## src/rtl/spi_reg_responder.sv

```systemverilog
// SPI mode-0 responder exposing 32 x 8-bit registers, with a W1C interrupt register (HIRQ).
// Define SPI_RESP_STATUS_EN to shift HIRQ out on miso_out during the command byte.
module spi_reg_responder #(
   parameter int unsigned SYNC_STAGES = 2
) (
   input  logic       clk_in,
   input  logic       rst_in,
   input  logic       sck_in,
   input  logic       ss_in,
   input  logic       mosi_in,
   output logic       miso_out,
   output logic       int_out,
   input  logic [7:0] irq_set_in,
   output logic       wr_strobe_out,
   output logic [4:0] wr_addr_out,
   output logic [7:0] wr_data_out
);

   localparam int unsigned ADDR_W   = 5;
   localparam int unsigned DATA_W   = 8;
   localparam int unsigned NUM_REGS = 32;
   localparam int unsigned CNT_W    = 3;

   localparam logic [ADDR_W-1:0] ADDR_CPUCTL = ADDR_W'(16);
   localparam logic [ADDR_W-1:0] ADDR_HIRQ   = ADDR_W'(25);
   localparam logic [ADDR_W-1:0] ADDR_HIEN   = ADDR_W'(26);

   typedef enum logic [1:0] {
      WAIT_SS_HIGH,
      IDLE,
      CMD,
      DATA
   } state_t;

   state_t                 state_q, state_d;
   logic [SYNC_STAGES-1:0] sck_sync_q, ss_sync_q, mosi_sync_q;
   logic                   sck_prev_q, ss_prev_q;
   logic                   sck_s, ss_s, mosi_s;
   logic                   sck_rise, sck_fall, ss_fall;
   logic [CNT_W-1:0]       bit_cnt_q, bit_cnt_d;
   logic [DATA_W-1:0]      rx_q, rx_d, rx_next;
   logic [DATA_W-1:0]      tx_q, tx_d;
   logic [ADDR_W-1:0]      addr_q, addr_d;
   logic                   wr_q, wr_d;
   logic                   miso_q, miso_d;
   logic                   int_q, int_d;
   logic                   wr_strobe_q, wr_strobe_d;
   logic [ADDR_W-1:0]      wr_addr_q, wr_addr_d;
   logic [DATA_W-1:0]      wr_data_q, wr_data_d;
   logic [DATA_W-1:0]      regs_q [NUM_REGS];
   logic [DATA_W-1:0]      regs_d [NUM_REGS];

   assign sck_s    = sck_sync_q[SYNC_STAGES-1];
   assign ss_s     = ss_sync_q[SYNC_STAGES-1];
   assign mosi_s   = mosi_sync_q[SYNC_STAGES-1];
   assign sck_rise = sck_s & ~sck_prev_q;
   assign sck_fall = ~sck_s & sck_prev_q;
   assign ss_fall  = ~ss_s & ss_prev_q;
   assign rx_next  = {rx_q[DATA_W-2:0], mosi_s};

   // Next-state, shift datapath and register-file update
   always_comb begin
      state_d     = state_q;
      bit_cnt_d   = bit_cnt_q;
      rx_d        = rx_q;
      tx_d        = tx_q;
      addr_d      = addr_q;
      wr_d        = wr_q;
      miso_d      = miso_q;
      wr_strobe_d = 1'b0;
      wr_addr_d   = wr_addr_q;
      wr_data_d   = wr_data_q;
      regs_d      = regs_q;

      case (state_q)
         WAIT_SS_HIGH: begin
            miso_d = 1'b0;
            if (ss_s) state_d = IDLE;
         end
         IDLE: begin
            miso_d = 1'b0;
            if (ss_fall) begin
               state_d   = CMD;
               bit_cnt_d = '0;
               rx_d      = '0;
`ifdef SPI_RESP_STATUS_EN
               miso_d    = regs_q[ADDR_HIRQ][DATA_W-1];
               tx_d      = {regs_q[ADDR_HIRQ][DATA_W-2:0], 1'b0};
`else
               tx_d      = '0;
`endif
            end
         end
         CMD, DATA: begin
            if (ss_s) begin
               // Any partial byte is simply dropped here
               state_d   = IDLE;
               miso_d    = 1'b0;
               bit_cnt_d = '0;
            end else begin
               if (sck_rise) begin
                  rx_d      = rx_next;
                  bit_cnt_d = bit_cnt_q + CNT_W'(1);
                  if (bit_cnt_q == CNT_W'(7)) begin
                     if (state_q == CMD) begin
                        addr_d  = rx_next[DATA_W-1 -: ADDR_W];
                        wr_d    = rx_next[1];
                        tx_d    = regs_q[rx_next[DATA_W-1 -: ADDR_W]];
                        state_d = DATA;
                     end else begin
                        tx_d = regs_q[addr_q];
                        if (wr_q) begin
                           wr_strobe_d = 1'b1;
                           wr_addr_d   = addr_q;
                           wr_data_d   = rx_next;
                           if (addr_q == ADDR_HIRQ)
                              regs_d[ADDR_HIRQ] = regs_q[ADDR_HIRQ] & ~rx_next;
                           else
                              regs_d[addr_q] = rx_next;
                        end
                     end
                  end
               end
               if (sck_fall) begin
                  miso_d = tx_q[DATA_W-1];
                  tx_d   = {tx_q[DATA_W-2:0], 1'b0};
               end
            end
         end
         default: state_d = WAIT_SS_HIGH;
      endcase

      // Set is applied after the W1C so it wins on a same-cycle collision
      regs_d[ADDR_HIRQ] = regs_d[ADDR_HIRQ] | irq_set_in;
      int_d = ~(regs_d[ADDR_CPUCTL][0] & (|(regs_d[ADDR_HIRQ] & regs_d[ADDR_HIEN])));
   end

   always_ff @(posedge clk_in or negedge rst_in) begin
      if (!rst_in) begin
         state_q     <= WAIT_SS_HIGH;
         sck_sync_q  <= '0;
         ss_sync_q   <= '0;
         mosi_sync_q <= '0;
         sck_prev_q  <= 1'b0;
         ss_prev_q   <= 1'b0;
         bit_cnt_q   <= '0;
         rx_q        <= '0;
         tx_q        <= '0;
         addr_q      <= '0;
         wr_q        <= 1'b0;
         miso_q      <= 1'b0;
         int_q       <= 1'b1;
         wr_strobe_q <= 1'b0;
         wr_addr_q   <= '0;
         wr_data_q   <= '0;
         for (int i = 0; i < int'(NUM_REGS); i++) regs_q[i] <= '0;
      end else begin
         state_q     <= state_d;
         sck_sync_q  <= {sck_sync_q[SYNC_STAGES-2:0], sck_in};
         ss_sync_q   <= {ss_sync_q[SYNC_STAGES-2:0], ss_in};
         mosi_sync_q <= {mosi_sync_q[SYNC_STAGES-2:0], mosi_in};
         sck_prev_q  <= sck_s;
         ss_prev_q   <= ss_s;
         bit_cnt_q   <= bit_cnt_d;
         rx_q        <= rx_d;
         tx_q        <= tx_d;
         addr_q      <= addr_d;
         wr_q        <= wr_d;
         miso_q      <= miso_d;
         int_q       <= int_d;
         wr_strobe_q <= wr_strobe_d;
         wr_addr_q   <= wr_addr_d;
         wr_data_q   <= wr_data_d;
         regs_q      <= regs_d;
      end
   end

   // miso is forced low as soon as the initiator deselects, ahead of the synchronizer
   assign miso_out      = miso_q & ~ss_in;
   assign int_out       = int_q;
   assign wr_strobe_out = wr_strobe_q;
   assign wr_addr_out   = wr_addr_q;
   assign wr_data_out   = wr_data_q;

endmodule

```

## config.mk

```make
export PLATFORM = sky130hd
export DESIGN_NAME = spi_reg_responder
export DESIGN_NICKNAME = d
export VERILOG_FILES = /design/src/rtl/spi_reg_responder.sv
export SDC_FILE = /design/constraint.sdc
export NUM_CORES = 1
export LEC_CHECK = 0
export ABC_AREA = 1
export CORE_UTILIZATION = 50
export CTS_CLUSTER_DIAMETER = 200
export CTS_CLUSTER_SIZE = 40
export DETAILED_ROUTE_END_ITERATION = 8
export PLACE_DENSITY = 0.69
export SLEW_MARGIN = 20
export SYNTH_ARGS = -nofsm -noshare
export SYNTH_HDL_FRONTEND = slang
export SYNTH_SLANG_ARGS = --single-unit
```

## constraint.sdc

```tcl
create_clock -name clk_in -period 1.8 [get_ports clk_in]
set_input_delay 0.27 -clock clk_in [delete_from_list [all_inputs] [get_ports clk_in]]
set_output_delay 0.27 -clock clk_in [all_outputs]
set_load 0.05 [all_outputs]
```

==> load_flow_metrics.sql, run 1 <==
INSERT INTO impl_metrics (metric_group, metric, value, unit) VALUES
('outcome', 'status', 'complete, but fails checks', ''),
('outcome', 'failed_checks', 'setup timing', ''),
('sta', 'setup_viol', '253', ''),
('sta', 'timing_max_transition_violations_final', '0', ''),
('worst_setup_path', 'arrival', '2550', 'ps'),
('pwr', 'total_switching_power', '0.00419', 'W'),
('die', 'start_util', '50.8', '%'),
('yosys', 'top_cell_type_s_share_of_synthesized_area', '46.2', '%'),
('finish', 'final_design_utilization', '69.0', '%'),
('cts', 'cts-root-buf', 'sky130_fd_sc_hd__clkbuf_16', ''),
('sta', 'finalHoldViolations', '0', ''),
('place', 'place.detailed.hpwl', '35300', 'um'),
('yosys', 'synthesis.area', '0.0165', 'mm2'),
('sta', 'max-slew-margin-rel', '61.4', '%'),
('worst_setup_path', 'startpoint_class_of_the_critical_path', 'flip-flop', ''),
('yosys', 'postSynthRegisterBits', '306', ''),
('routing', 'avgViaCountPerCell', '6.14', ''),
('routing', 'num_vias', '18100', ''),
('pwr', 'share_clk_of_total_power', '25.4', '%'),
('sta', 'period_share', '117', '%'),
('pwr', 'power_switching_share', '31.3', '%'),
('global_route', 'globalRouteOverflowTotal', '0', ''),
('sta', 'worst-slew-pin-transition', '578', 'ps'),
('global_route', 'grt_start_max_net_pins', '86', ''),
('finish', 'fraction_of_final_layout_cells_with_drive_strength_greater_than_1', '27.9', '%'),
('routing', 'first_pass_iters', '6', ''),
('global_route', 'grt_pass1_wl', '92300', 'um'),
('sta', 'achievable-frequency', '476', 'MHz'),
('sta', 'layout_setup_ws', '-302', 'ps'),
('cts', 'cts_buffers', '11', ''),
('finish', 'finalNetCount', '2527', ''),
('hold_path', 'min_path_type', 'input pin to asynchronous set/reset pin', ''),
('global_route', 'antenna_violations_before_repair', '1', ''),
('sta', 'clock_skew', '31.8', 'ps'),
('yosys', 'yosysUniqueCellTypes', '35', ''),
('pwr', 'seqPwrFrac', '52.9', '%'),
('sta', 'post-route-min-period', '2100', 'ps'),
('worst_setup_path', 'worst_setup_path_end_kind', 'flip-flop', ''),
('yosys', 'ys_seq_area_share', '46.3', '%'),
('yosys', 'synthesis.yosys.warnings', '0', ''),
('pwr', 'cellPowerDensity', '597', 'mW/mm2'),
('die', 'std_cell_rows', '66', ''),
('routing', 'postRouteWirelength', '64800', 'um'),
('place', 'buffer_ports.inserted', '28', ''),
('yosys', 'synth.most_common_cell', 'sky130_fd_sc_hd__nand2_1', ''),
('pwr', 'leakagePower', '10.2', 'nW'),
('die', 'design.portCount', '29', ''),
('worst_setup_path', 'critical_path.reg2reg.startpoint', 'bit_cnt_q[1]$_DFFE_PN0P_', ''),
('routing', 'detail_route.wl_per_cell', '21.9', 'um'),
('routing', 'antenna_left', '0', ''),
('worst_setup_path', 'reg2reg_setup_slack', '-300', 'ps'),
('worst_setup_path', 'ff2ff_path_depth', '12', ''),
('global_route', 'first_global_vias', '16200', ''),
('die', 'die_h', '184', 'um'),
('global_route', 'grt_use_total', '35.6', '%'),
('finish', 'final-seq-area', '0.00766', 'mm2'),
('routing', 'drt_iter0_markers', '2441', ''),
('pwr', 'vdd.ir_drop.worst', '0.000801', 'V'),
('cts', 'clk_path_buf_depth', '3', ''),
('routing', 'post-route-drc-count', '0', ''),
('worst_setup_path', 'crit_type', 'flip-flop to flip-flop', ''),
('yosys', 'synth_enable_flop_cells', '0', ''),
('yosys', 'ys_async_sr_fraction', '100', '%'),
('finish', 'antenna_cells', '0', ''),
('yosys', 'ranking_of_synthesized_cells_by_area', 'sky130_fd_sc_hd__dfrtp_1, sky130_fd_sc_hd__nand2_1, sky130_fd_sc_hd__nand3_1', ''),
('cts', 'cts-htree-levels', '1', ''),
('yosys', 'synthesis.instances', '2387', ''),
('pwr', 'cellInternalPower', '0.00921', 'W'),
('worst_setup_path', 'crit_start', 'bit_cnt_q[1]$_DFFE_PN0P_', ''),
('pwr', 'combPwrFrac', '21.7', '%'),
('cts', 'numClockSinks', '306', '');
[timing repair]
item | in CTS | in global routing
cloned | 29 | 18
gates resized for setup | 294 | 548
endpoints found under the hold margin | 305 | 0
hold buffers | 1 | 0
setup endpoints to repair | 231 | 273
pin swaps | 56 | 100
buffers inserted | 25 | 29
[cell families after synthesis]
family | Yosys count | synth area share (%)
AO/OA/AOI/OAI | 279 | 8.51
adder cells (fa/ha/maj) | 4 | 0.303
buffers and inverters | 215 | 5.22
flip-flops | 306 | 46.3
AND/OR/NAND/NOR | 1583 | 39.6
[power groups by stage]
stage          Sequential (W)  Clock, W  Combinational (W)
2_1_floorplan         0.00717         0            0.00103
3_3_place_gp          0.00721         0            0.00211
3_5_place_dp          0.00721         0            0.00213
4_1_cts               0.00710   0.00344            0.00258
5_1_grt               0.00710   0.00363            0.00305
6_report              0.00709   0.00340            0.00291
[per-layer routing]
layer	vias up	track usage [%]	part of all wire [%]
li1	7965	-	-
met1	8660	48.7	38
met2	1220	55.8	46
met3	290	5.31	10
met4	0	16.2	5.7
met5	-	0	0
[placed cells by master, fill, tap and decap left out, types with 4 or more instances in the layout]
| cell | count |
|---|---|
| sky130_fd_sc_hd__nand3_4 | 20 |
| sky130_fd_sc_hd__inv_2 | 4 |
| sky130_fd_sc_hd__nand2_8 | 27 |
| sky130_fd_sc_hd__clkdlybuf4s50_1 | 11 |
| sky130_fd_sc_hd__buf_16 | 18 |
| sky130_fd_sc_hd__nand3_1 | 253 |
| sky130_fd_sc_hd__dfrtp_1 | 302 |
| sky130_fd_sc_hd__inv_1 | 40 |
| sky130_fd_sc_hd__buf_8 | 9 |
| sky130_fd_sc_hd__o21ai_0 | 61 |
| sky130_fd_sc_hd__nand2_1 | 962 |
| sky130_fd_sc_hd__nor2_1 | 12 |
| sky130_fd_sc_hd__nor2_4 | 11 |
| sky130_fd_sc_hd__a21oi_1 | 4 |
| sky130_fd_sc_hd__nor2_2 | 21 |
| sky130_fd_sc_hd__buf_6 | 27 |
| sky130_fd_sc_hd__nor3_4 | 4 |
| sky130_fd_sc_hd__o21ai_2 | 77 |
| sky130_fd_sc_hd__o21ai_1 | 131 |
| sky130_fd_sc_hd__buf_12 | 62 |
| sky130_fd_sc_hd__nand2_4 | 64 |
| sky130_fd_sc_hd__dlygate4sd2_1 | 14 |
| sky130_fd_sc_hd__nand4_1 | 7 |
| sky130_fd_sc_hd__nor3_1 | 6 |
| sky130_fd_sc_hd__nand2_2 | 173 |
| sky130_fd_sc_hd__clkbuf_16 | 19 |
| sky130_fd_sc_hd__nand3_2 | 38 |
| sky130_fd_sc_hd__buf_4 | 98 |
[worst max path at each step]
stage | slack (ps) | depth (start not counted) | to
final | -300 | 12 | regs_q[77]$_DFFE_PN0P_
after global routing | -380 | 12 | regs_q[139]$_DFFE_PN0P_
after CTS | -180 | 13 | regs_q[154]$_DFFE_PN0P_
after detailed placement | -200 | 11 | regs_q[124]$_DFFE_PN0P_
after global placement | -170 | 11 | regs_q[122]$_DFFE_PN0P_
after floorplan | -110 | 10 | regs_q[255]$_DFFE_PN0P_
[state kept, by name, indices dropped and copies added, names as in the netlist, 2 cells and up]
name / cells
regs_q: 256
bit_cnt_q: 3
sck_sync_q: 2
tx_q: 8
wr_data_out: 8
state_q: 2
wr_addr_out: 5
ss_sync_q: 2
rx_q: 7
addr_q: 5
mosi_sync_q: 2
[through the flow]
stage / cell area [um2] / power [W] / setup slack [ps] / TNS [ps] / instances
6_report: 22500 / 0.0134 / -302 / -33370 / 2954
5_1_grt: 22500 / 0.0138 / -379 / -51010 / 2954
4_1_cts: 20400 / 0.0131 / -181 / -24330 / 2915
3_5_place_dp: 18500 / 0.00934 / -202 / -14570 / 2848
3_3_place_gp: 18500 / 0.00932 / -174 / -10060 / 2848
2_1_floorplan: 16600 / 0.00820 / -105 / -11710 / 2387
[critical path: stages, from the launching register on]
cell	delay (ps)
sky130_fd_sc_hd__dfrtp_1	390
sky130_fd_sc_hd__ha_2	190
sky130_fd_sc_hd__ha_4	150
sky130_fd_sc_hd__buf_6	110
sky130_fd_sc_hd__nand2_4	50
sky130_fd_sc_hd__nor3_4	210
sky130_fd_sc_hd__nand2_4	120
sky130_fd_sc_hd__buf_12	170
sky130_fd_sc_hd__clkinv_16	70
sky130_fd_sc_hd__buf_12	140
sky130_fd_sc_hd__buf_12	110
sky130_fd_sc_hd__nand3_4	100
sky130_fd_sc_hd__o21ai_0	200
[cell type report]
class                      instances  area share [%]
clock buffer                      14            1.28
clock inverter                     1          0.0724
inverter                          55            1.21
multi-input combinational       1884            45.5
sequential                       306            34.1
tap                              442            2.46
timing repair buffer             250            15.2
timing repair inverter             2           0.123
(Power assumes the default switching activity.)
==> run 2: changes to the inputs <==
--- a/config.mk
+++ b/config.mk
@@ -6,6 +6,7 @@
 export NUM_CORES = 1
 export LEC_CHECK = 0
 export ABC_AREA = 1
+export CORE_MARGIN = 2
 export CORE_UTILIZATION = 50
 export CTS_CLUSTER_DIAMETER = 200
 export CTS_CLUSTER_SIZE = 40
==> load_flow_metrics.sql, run 2 (synthesis results as in run 1) <==
INSERT INTO impl_metrics (metric_group, metric, value, unit) VALUES
('outcome', 'status', 'complete, but fails checks', ''),
('outcome', 'failed_checks', 'setup timing', ''),
('cts', 'numClockSinks', '306', ''),
('worst_setup_path', 'arrival', '2350', 'ps'),
('finish', 'antenna_cells', '0', ''),
('global_route', 'antenna_violations_before_repair', '0', ''),
('cts', 'clk_pin_slew', '150', 'ps'),
('worst_setup_path', 'cp_slowest_stage_delay', '500', 'ps'),
('finish', 'fraction_of_final_layout_cells_with_drive_strength_greater_than_1', '18.3', '%'),
('worst_setup_path', 'worst_path_max_delay_cell', 'sky130_fd_sc_hd__dfrtp_2', ''),
('cts', 'clk_latency', '540', 'ps'),
('cts', 'cts_buffers', '11', ''),
('hold_path', 'min_path_type', 'input pin to flip-flop', ''),
('run', 'maxcap_violations', '0', ''),
('sta', 'achievable-frequency', '506', 'MHz'),
('pwr', 'cellPowerDensity', '631', 'mW/mm2'),
('finish', 'regMostFlops', 'regs_q', ''),
('cts', 'tritoncts_clock_tree', 'built', ''),
('sta', 'holdWs', '162', 'ps'),
('routing', 'antenna_left', '0', ''),
('global_route', 'grt_use_total', '33.8', '%'),
('routing', 'drt_iter0_markers', '2254', ''),
('worst_setup_path', 'startpoint_class_of_the_critical_path', 'flip-flop', ''),
('sta', 'max-slew-margin-rel', '47.1', '%'),
('sta', 'layout_setup_ws', '-175', 'ps'),
('sta', 'grt_setup_unrepaired', 'yes', ''),
('die', 'std_cell_rows', '66', ''),
('global_route', 'grt_start_max_net_pins', '54', ''),
('die', 'fp.coreArea', '0.0325', 'mm2'),
('finish', 'layout_commonest_cell', 'sky130_fd_sc_hd__nand2_1', ''),
('worst_setup_path', 'path_delay_family', 'buffers and inverters', ''),
('worst_setup_path', 'worst_setup_path_end_kind', 'flip-flop', ''),
('worst_setup_path', 'crit_fanout', '8', ''),
('worst_setup_path', 'crit_chain', 'buf_12 > nor2_4 > buf_12 > buf_12 > clkbuf_16 > buf_8 > buf_4 > nand3_4 > nand2_1 > o21ai_0', ''),
('global_route', 'globalRouteOverflowTotal', '0', ''),
('pwr', 'leakagePower', '9.80', 'nW'),
('die', 'start_util', '50.8', '%'),
('die', 'dieArea', '0.0345', 'mm2'),
('finish', 'mostFrequentLayoutCells', 'sky130_fd_sc_hd__nand2_1, sky130_fd_sc_hd__dfrtp_1, sky130_fd_sc_hd__nand3_1', ''),
('routing', 'first_pass_iters', '6', ''),
('place', 'place.detailed.hpwl', '35400', 'um'),
('routing', 'detail_route.wl_per_cell', '20.1', 'um'),
('worst_setup_path', 'timing.critical_path.required', '2170', 'ps'),
('cts', 'cts-root-buf', 'sky130_fd_sc_hd__clkbuf_16', ''),
('finish', 'n_fill_cell', '2862', ''),
('routing', 'post-route-drc-count', '0', ''),
('worst_setup_path', 'crit_type', 'flip-flop to flip-flop', ''),
('pwr', 'vdd.ir_drop.worst', '0.000671', 'V'),
('sta', 'period_share', '110', '%'),
('sta', 'timing_max_transition_violations_final', '0', ''),
('die', 'die_h', '186', 'um'),
('sta', 'setup_viol', '200', ''),
('die', 'die-width', '186', 'um'),
('finish', 'final_design_utilization', '63.9', '%'),
('cts', 'clk_path_buf_depth', '3', ''),
('die', 'design.portCount', '29', ''),
('finish', 'largest_register_ffs', '256', ''),
('finish', 'syn_to_final_growth', '25.8', '%'),
('routing', 'avgViaCountPerCell', '5.88', ''),
('global_route', 'grt_pass1_wl', '90600', 'um'),
('routing', 'postRouteWirelength', '59100', 'um'),
('place', 'post_dp_cell_area', '0.0186', 'mm2'),
('sta', 'clock_skew', '41.5', 'ps'),
('finish', 'finalNetCount', '2517', ''),
('sta', 'finalHoldViolations', '0', ''),
('routing', 'num_vias', '17300', ''),
('place', 'routabilityCongestion', '0.925', ''),
('worst_setup_path', 'worst_path_most_repeated_cell', 'sky130_fd_sc_hd__buf_12', ''),
('global_route', 'first_global_vias', '16300', ''),
('place', 'buffer_ports.inserted', '28', ''),
('sta', 'post-route-min-period', '1980', 'ps'),
('cts', 'cts-htree-levels', '1', ''),
('finish', 'final_cell_area', '0.0208', 'mm2'),
('sta', 'fin_tns_setup', '-17040', 'ps'),
('worst_setup_path', 'worst_path_buffer_plus_inverter_count', '6', ''),
('sta', 'worst-slew-pin-transition', '793', 'ps');
[run 2: report_power, final]
group	internal, W	total, W	switching (W)
registers	0.00699	0.00707	0.0000804
logic	0.000930	0.00262	0.00169
clock network	0.00117	0.00342	0.00225
total	0.00909	0.0131	0.00402
[run 2: final timing paths]
| check | startpoint | endpoint | slack [ps] | cells after the start |
|---|---|---|---|---|
| max | addr_q[0]$_DFFE_PN0P_ | regs_q[137]$_DFFE_PN0P_ | -180 | 10 |
| min | sck_in | sck_sync_q[0]$_DFF_PN0_ | 160 | 1 |
| max reg2reg | addr_q[0]$_DFFE_PN0P_ | regs_q[137]$_DFFE_PN0P_ | -180 | 10 |
| min reg2reg | sck_sync_q[0]$_DFF_PN0_ | sck_sync_q[1]$_DFF_PN0_ | 390 | 0 |
| max in group asynchronous | rst_in | regs_q[219]$_DFFE_PN0P_ | 880 | 3 |
| min in group asynchronous | rst_in | regs_q[111]$_DFFE_PN0P_ | 230 | 2 |
[run 2: timing repair]
action / CTS / global route
cloned: 21 / 7
gates resized for setup: 204 / 174
hold endpoints to repair: 37 / 0
hold buffers: 1 / 0
setup endpoints to repair: 213 / 258
pin swaps: 37 / 71
buffers inserted: 20 / 17
[run 2: area by class of cell]
| type | instances | area [um2] | area share [%] |
|---|---|---|---|
| clock buffers | 14 | 287 | 1.38 |
| flip-flops and latches | 306 | 7670 | 36.9 |
| repair inverters | 2 | 18.8 | 0.0903 |
| multi-input cells | 1878 | 8980 | 43.2 |
| clock inverters | 1 | 16.3 | 0.0782 |
| repair buffers | 246 | 3020 | 14.5 |
| inverters | 55 | 250 | 1.20 |
| well taps | 442 | 553 | 2.66 |
[run 2: stage by stage]
step / cells / setup slack, ps / power [W]
3_3_place_gp: 2864 / -153 / 0.00928
2_1_floorplan: 2387 / -105 / 0.00820
3_5_place_dp: 2864 / -202 / 0.00930
5_1_grt: 2944 / -262 / 0.0135
6_report: 2944 / -175 / 0.0131
4_1_cts: 2920 / -103 / 0.0130
[run 2: worst register-to-register path, cell delays in order (launching register included)]
cell                        delay, ps
sky130_fd_sc_hd__dfrtp_2          500
sky130_fd_sc_hd__buf_12           170
sky130_fd_sc_hd__nor2_4           120
sky130_fd_sc_hd__buf_12           140
sky130_fd_sc_hd__buf_12           100
sky130_fd_sc_hd__clkbuf_16        160
sky130_fd_sc_hd__buf_8            150
sky130_fd_sc_hd__buf_4            160
sky130_fd_sc_hd__nand3_4          150
sky130_fd_sc_hd__nand2_1           90
sky130_fd_sc_hd__o21ai_0           80
[run 2: per-layer routing]
| metal | global-route usage, % | part of all wire [%] | wire, um |
|---|---|---|---|
| met1 | 46.6 | 40 | 23600 |
| met2 | 53.8 | 46 | 27500 |
| met3 | 3.62 | 9.1 | 5350 |
| met4 | 16.0 | 4.6 | 2700 |
| met5 | 0 | 0 | 0 |
